<file path="src/rtl/reg_file_reader_pkg.sv">
// Shared types and defaults for the register-file readback responder.
package reg_file_reader_pkg;

  localparam int WIDTH_DEFAULT = 8;
  localparam int DEPTH_DEFAULT = 4;

  // Reset value of every entry and of the response register.
  localparam logic [7:0] INIT_DEFAULT = 8'hde;

  // The response FSM has exactly two states; FULL is the state in which
  // a response is being presented (it is what resp_valid reports).
  typedef enum logic {
    EMPTY = 1'b0,
    FULL  = 1'b1
  } state_t;

endpackage : reg_file_reader_pkg

</file>
<file path="src/rtl/reg_file_reader_bank.sv">
// Register bank: DEPTH entries reset to INIT, one write port, and one
// combinational read port that returns the data being written on the same
// edge when the addresses collide (write-first).
module reg_file_reader_bank
  import reg_file_reader_pkg::*;
#(
  parameter int              WIDTH = WIDTH_DEFAULT,
  parameter int              DEPTH = DEPTH_DEFAULT,
  parameter logic [WIDTH-1:0] INIT = WIDTH'(INIT_DEFAULT),
  localparam int             AW    = $clog2(DEPTH)
) (
  input  logic             CLK,
  input  logic             ASYNCRESET,
  input  logic             we,
  input  logic [AW-1:0]    waddr,
  input  logic [WIDTH-1:0] wdata,
  input  logic [AW-1:0]    raddr,
  output logic [WIDTH-1:0] rdata
);

  logic [WIDTH-1:0] entries [DEPTH];

  // Entry storage: async reset to INIT, otherwise a never-blocked write.
  // NOTE: this bank is a handful of flops, not a RAM macro, so resetting
  // every entry is cheap and gives the readback path a known value.
  // NOTE: sequential state uses non-blocking assignments so every flop
  // samples the pre-edge values, independent of statement order.
  always_ff @(posedge CLK or posedge ASYNCRESET) begin
    if (ASYNCRESET) begin
      for (int i = 0; i < DEPTH; i++) begin
        entries[i] <= INIT;
      end
    end else if (we) begin
      entries[waddr] <= wdata;
    end
  end

  // Write-first bypass: a read of the address being written sees wdata.
  assign rdata = (we && (waddr == raddr)) ? wdata : entries[raddr];

endmodule : reg_file_reader_bank

</file>
<file path="src/rtl/reg_file_reader.sv">
// Read-side responder: accepts read requests on a valid/ready channel and
// returns the addressed entry on a valid/ready response channel, with one
// response per cycle when the consumer keeps up.
module reg_file_reader
  import reg_file_reader_pkg::*;
#(
  parameter int              WIDTH = WIDTH_DEFAULT,
  parameter int              DEPTH = DEPTH_DEFAULT,
  parameter logic [WIDTH-1:0] INIT = WIDTH'(INIT_DEFAULT),
  localparam int             AW    = $clog2(DEPTH)
) (
  input  logic             CLK,
  input  logic             ASYNCRESET,
  input  logic             we,
  input  logic [AW-1:0]    waddr,
  input  logic [WIDTH-1:0] wdata,
  input  logic             rd_valid,
  output logic             rd_ready,
  input  logic [AW-1:0]    rd_addr,
  output logic             resp_valid,
  input  logic             resp_ready,
  output logic [WIDTH-1:0] resp_data,
  output logic [7:0]       resp_count
);

  state_t           state_q;
  state_t           state_d;
  logic [WIDTH-1:0] bank_rdata;
  logic [WIDTH-1:0] data_q;
  logic [7:0]       count_q;
  logic             accept;

  reg_file_reader_bank #(
    .WIDTH (WIDTH),
    .DEPTH (DEPTH),
    .INIT  (INIT)
  ) u_bank (
    .CLK        (CLK),
    .ASYNCRESET (ASYNCRESET),
    .we         (we),
    .waddr      (waddr),
    .wdata      (wdata),
    .raddr      (rd_addr),
    .rdata      (bank_rdata)
  );

  assign accept = rd_valid && rd_ready;

  // State register.
  always_ff @(posedge CLK or posedge ASYNCRESET) begin
    if (ASYNCRESET) begin
      state_q <= EMPTY;
    end else begin
      state_q <= state_d;
    end
  end

  // Next state: fill on an accepted request, drain only when the consumer
  // takes the response and no new request replaces it.
  // NOTE: every always_comb output gets a default first, so no path leaves
  // it unassigned and no latch is inferred.
  always_comb begin
    state_d = state_q;
    case (state_q)
      EMPTY:   if (accept) state_d = FULL;
      FULL:    if (resp_ready && !rd_valid) state_d = EMPTY;
      default: state_d = EMPTY;
    endcase
  end

  // Outputs: resp_valid mirrors the state; in FULL a new request can only
  // be taken when the current response leaves, so rd_ready follows
  // resp_ready combinationally.
  always_comb begin
    resp_valid = 1'b0;
    rd_ready   = 1'b1;
    case (state_q)
      EMPTY: begin
        resp_valid = 1'b0;
        rd_ready   = 1'b1;
      end
      FULL: begin
        resp_valid = 1'b1;
        rd_ready   = resp_ready;
      end
      default: begin
        resp_valid = 1'b0;
        rd_ready   = 1'b1;
      end
    endcase
  end

  // Response register: a snapshot taken only on accept, so later writes to
  // the same entry never disturb a held response.
  always_ff @(posedge CLK or posedge ASYNCRESET) begin
    if (ASYNCRESET) begin
      data_q <= INIT;
    end else if (accept) begin
      data_q <= bank_rdata;
    end
  end

  // Completed-response counter, wrapping modulo 256.
  always_ff @(posedge CLK or posedge ASYNCRESET) begin
    if (ASYNCRESET) begin
      count_q <= 8'd0;
    end else if (resp_valid && resp_ready) begin
      count_q <= count_q + 8'd1;
    end
  end

  assign resp_data  = data_q;
  assign resp_count = count_q;

endmodule : reg_file_reader

</file>
<file path="config.mk">
export PLATFORM = sky130hd
export DESIGN_NAME = reg_file_reader
export DESIGN_NICKNAME = d
export VERILOG_FILES = /design/src/rtl/reg_file_reader_pkg.sv /design/src/rtl/reg_file_reader_bank.sv /design/src/rtl/reg_file_reader.sv
export SDC_FILE = /design/constraint.sdc
export NUM_CORES = 1
export LEC_CHECK = 0
export ABC_CLOCK_PERIOD_IN_PS = 3400
export BUFFER_PORTS_ARGS = -buffer_cell sky130_fd_sc_hd__buf_2
export CAP_MARGIN = 10
export CORE_ASPECT_RATIO = 1.2
export CORE_MARGIN = 2
export CORE_UTILIZATION = 42
export CTS_BUF_LIST = sky130_fd_sc_hd__clkbuf_4 sky130_fd_sc_hd__clkbuf_8
export CTS_CLUSTER_SIZE = 30
export DETAILED_ROUTE_END_ITERATION = 8
export GPL_TIMING_DRIVEN = 0
export HOLD_SLACK_MARGIN = 0.02
export PLACE_DENSITY = 0.72
export SKIP_CTS_REPAIR_TIMING = 1
export SLEW_MARGIN = 20
export SYNTH_ARGS = -nofsm -noshare
export SYNTH_HDL_FRONTEND = slang
export SYNTH_HIERARCHICAL = 1
export SYNTH_SLANG_ARGS = --single-unit
export TNS_END_PERCENT = 1
</file>
<file path="constraint.sdc">
create_clock -name CLK -period 3.4 [get_ports CLK]
set_clock_uncertainty 0.05 [all_clocks]
set_input_delay 0 -clock CLK [delete_from_list [all_inputs] [get_ports CLK]]
set_output_delay 0 -clock CLK [all_outputs]
set_load 0.005 [all_outputs]
</file>
==> results_dict.tcl <==
set metrics [dict create \
    antenna_found_initial 0 \
    max_freq_mhz 652.8 \
    grt_max_degree 33 \
    powerDensity_mw_per_mm2 587.0 \
    grt_pass1_vias 1381 \
    drv_slew 0 \
    die_area_mm2 0.006098 \
    dp_slack_ns 1.865 \
    chipHeight_um 85.15 \
    avgSynthCellArea_um2 16.12 \
    hold_viol_final 0 \
    synthFlopType "dfstp_2" \
    synth_edf_count 0 \
    ant_nets 0 \
    yosys_warnings 6 \
    drive_above_1_share_pct 71.05 \
    final-setup-viol-count 0 \
    slowest_stage "mux4_2" \
    crit_path_end_kind "register" \
    rr_endpoint "resp_data[5]" \
    avgRoutedWirePerCell_um 16.38 \
    track_usage_pct 14.71 \
    grt_pass1_wl_mm 6.858 \
    placedCellCount 234 \
    clockBufferDepth 2 \
    crit_family "multiplexers" \
    io_buffers 29 \
    worstReg2RegStart "u_bank/entries[5]" \
    crit_cells 3 \
    syn_area_mm2 0.002305 \
    synth_top_area_share_pct 34.20 \
    final_cells 252 \
    fp.coreArea_mm2 0.005298 \
    required_ns 3.54 \
    fin_tns_setup_ns 0 \
    r2r_slack_ns 1.87 \
    nets 207 \
    grt-ovfl-total 0 \
    rsz0062_at_grt "no" \
    vias 1311 \
    maxSlewHeadroom_pct 56.93 \
    crit_fanout 2 \
    drtIter0Drc 27 \
    ir_worst_vdd_mv 0.2516 \
    drv_cap 0 \
    crit_path_start "u_bank/entries[5]" \
    cts_root_buf "clkbuf_8" \
    cts_tree "yes" \
    hpwl_mm 2.949 \
    syn_to_final_growth_pct 17.75 \
    initial_core_util_pct 43.50 \
    cp.buffers_inverters 0 \
    drt-vias-per-instance 5.202 \
    cp.arrival_ns 1.67 \
    synth_cells 143 \
    syn_nets 161 \
    num_rows 29 \
    cts_num_sinks 49 \
    status "finished clean" \
    worstPathCellList "mux4_2 -> mux2_4 -> mux2_2" \
    p_leak_nw 1.185 \
    synth_common_cells "mux2_2 (40), dfstp_2 (30), dfrtp_1 (19)" \
    cts_buffers 5 \
    ys_ff_latch 49 \
    synth.most_common_cell "mux2_2" \
    worst_setup_path_start_kind "register" \
    holdCritPathClass "in2reg" \
    min_period_ns 1.532 \
    htree_levels 2 \
    gp_congestion 0.8810 \
    drc 0 \
    yosys-top-cells-area "dfstp_2 (34%), dfrtp_1 (21%), mux2_2 (20%)" \
    num_antenna_cells 0 \
    die_w_um 71.62 \
    critPathKind "reg2reg" \
    setup_slack_ns 1.868 \
    first_pass_iters 4 \
    seq_area_frac_synth_pct 54.83 \
    wl_mm 4.127 \
    async_reset_ff_share_pct 100.0 \
    synth_cell_types 23 \
    endpoint "resp_data[5]" \
    reg2regPathDepth 3 \
    clk_pin_slew_ns 0.08 \
    yosysTopAreaCell "dfstp_2" \
    pin_count 35 \
    max_stage_delay_ns 0.46 \
    worst_slew_pin_slew_ns 0.6451 \
    clock_latency_ns 0.30 \
    finalCritPeriodShare_pct 45.05 \
]
-- stage by stage --
step	cell area (um^2)	power [mW]	hold WS (ns)	utilization (%)
after floorplan	2305	1.124	-0.1283	-
after CTS	2614	1.608	-0.2569	49.34
after global placement	2527	1.238	0.06297	47.71
after detailed placement	2527	1.272	0.07776	47.71
after global routing	2714	1.690	0.02511	51.23
final	2714	1.593	0.009037	51.23
-- layout make-up --
cell class	instances	area (um^2)
Sequential cell	49	1264
Fill cell	477	2584
Tap cell	62	77.57
Buffer	5	31.28
Clock inverter	2	10.01
Multi-Input combinational cell	87	1002
Clock buffer	6	76.32
Timing Repair Buffer	39	245.2
Inverter	2	7.507
-- tightest hold or removal path: cells and delay by family --
kind                   cells  cell delay, ns
AND/OR/NAND/NOR            2            0.23
buffers and inverters      1            0.09
-- routing by layer --
layer,GRT usage (%),vias up,part of all wire (%)
li1,-,606,-
met1,18.90,663,45
met2,24.16,35,49
met3,4.038,7,4.2
met4,4.631,0,1.4
met5,0,-,0
-- registers in the layout (all words and copies together) (netlist names) --
register        cells
state_q             1
resp_data           8
u_bank/entries     32
resp_count          8
-- where the power goes --
part	internal (mW)	total (mW)	leakage (nW)	switching, mW
logic	0.242	0.391	0.591	0.149
clock network	0.151	0.331	0.0484	0.180
registers	0.779	0.871	0.546	0.0922
-- logic make-up after synthesis --
group,Yosys count,synth area share [%]
flops,49,54.83
mux,57,33.06
simple gates,20,5.809
xor+xnor,9,4.072
buf+inv,7,1.683
fa+ha+maj,1,0.5428
-- placed cells by master, fill, tap and decap left out --
cell type	netlist	layout
xnor2_2	2	2
dlygate4sd3_1	0	10
inv_2	0	1
xnor2_1	2	2
nor3_1	2	2
mux4_2	8	8
nand3_4	1	1
nand2_1	5	5
nand3_1	3	3
nand2b_1	2	2
dfrtp_1	19	19
mux2_4	8	8
dfstp_2	30	30
nor4_2	1	1
buf_2	4	33
inv_1	2	1
ha_1	1	1
buf_6	1	1
mux2_1	1	1
nor2_1	2	2
clkbuf_8	0	5
clkinv_2	0	2
clkbuf_4	0	1
nor3b_4	1	1
nand2_2	1	1
mux2_2	40	40
nand3b_1	2	2
xor2_1	5	5
-- worst min path at each step --
stage | startpoint | end | slack, ns | cells after the start
CTS | ASYNCRESET | resp_count[2] | -0.26 | 2
floorplan | ASYNCRESET | resp_count[0] | -0.13 | 1
global placement | ASYNCRESET | resp_data[0] | 0.06 | 2
global route | resp_ready | state_q | 0.03 | 3
detailed placement | ASYNCRESET | resp_data[0] | 0.08 | 2
finish | resp_ready | state_q | 0.009 | 3
(Power assumes the default switching activity.)
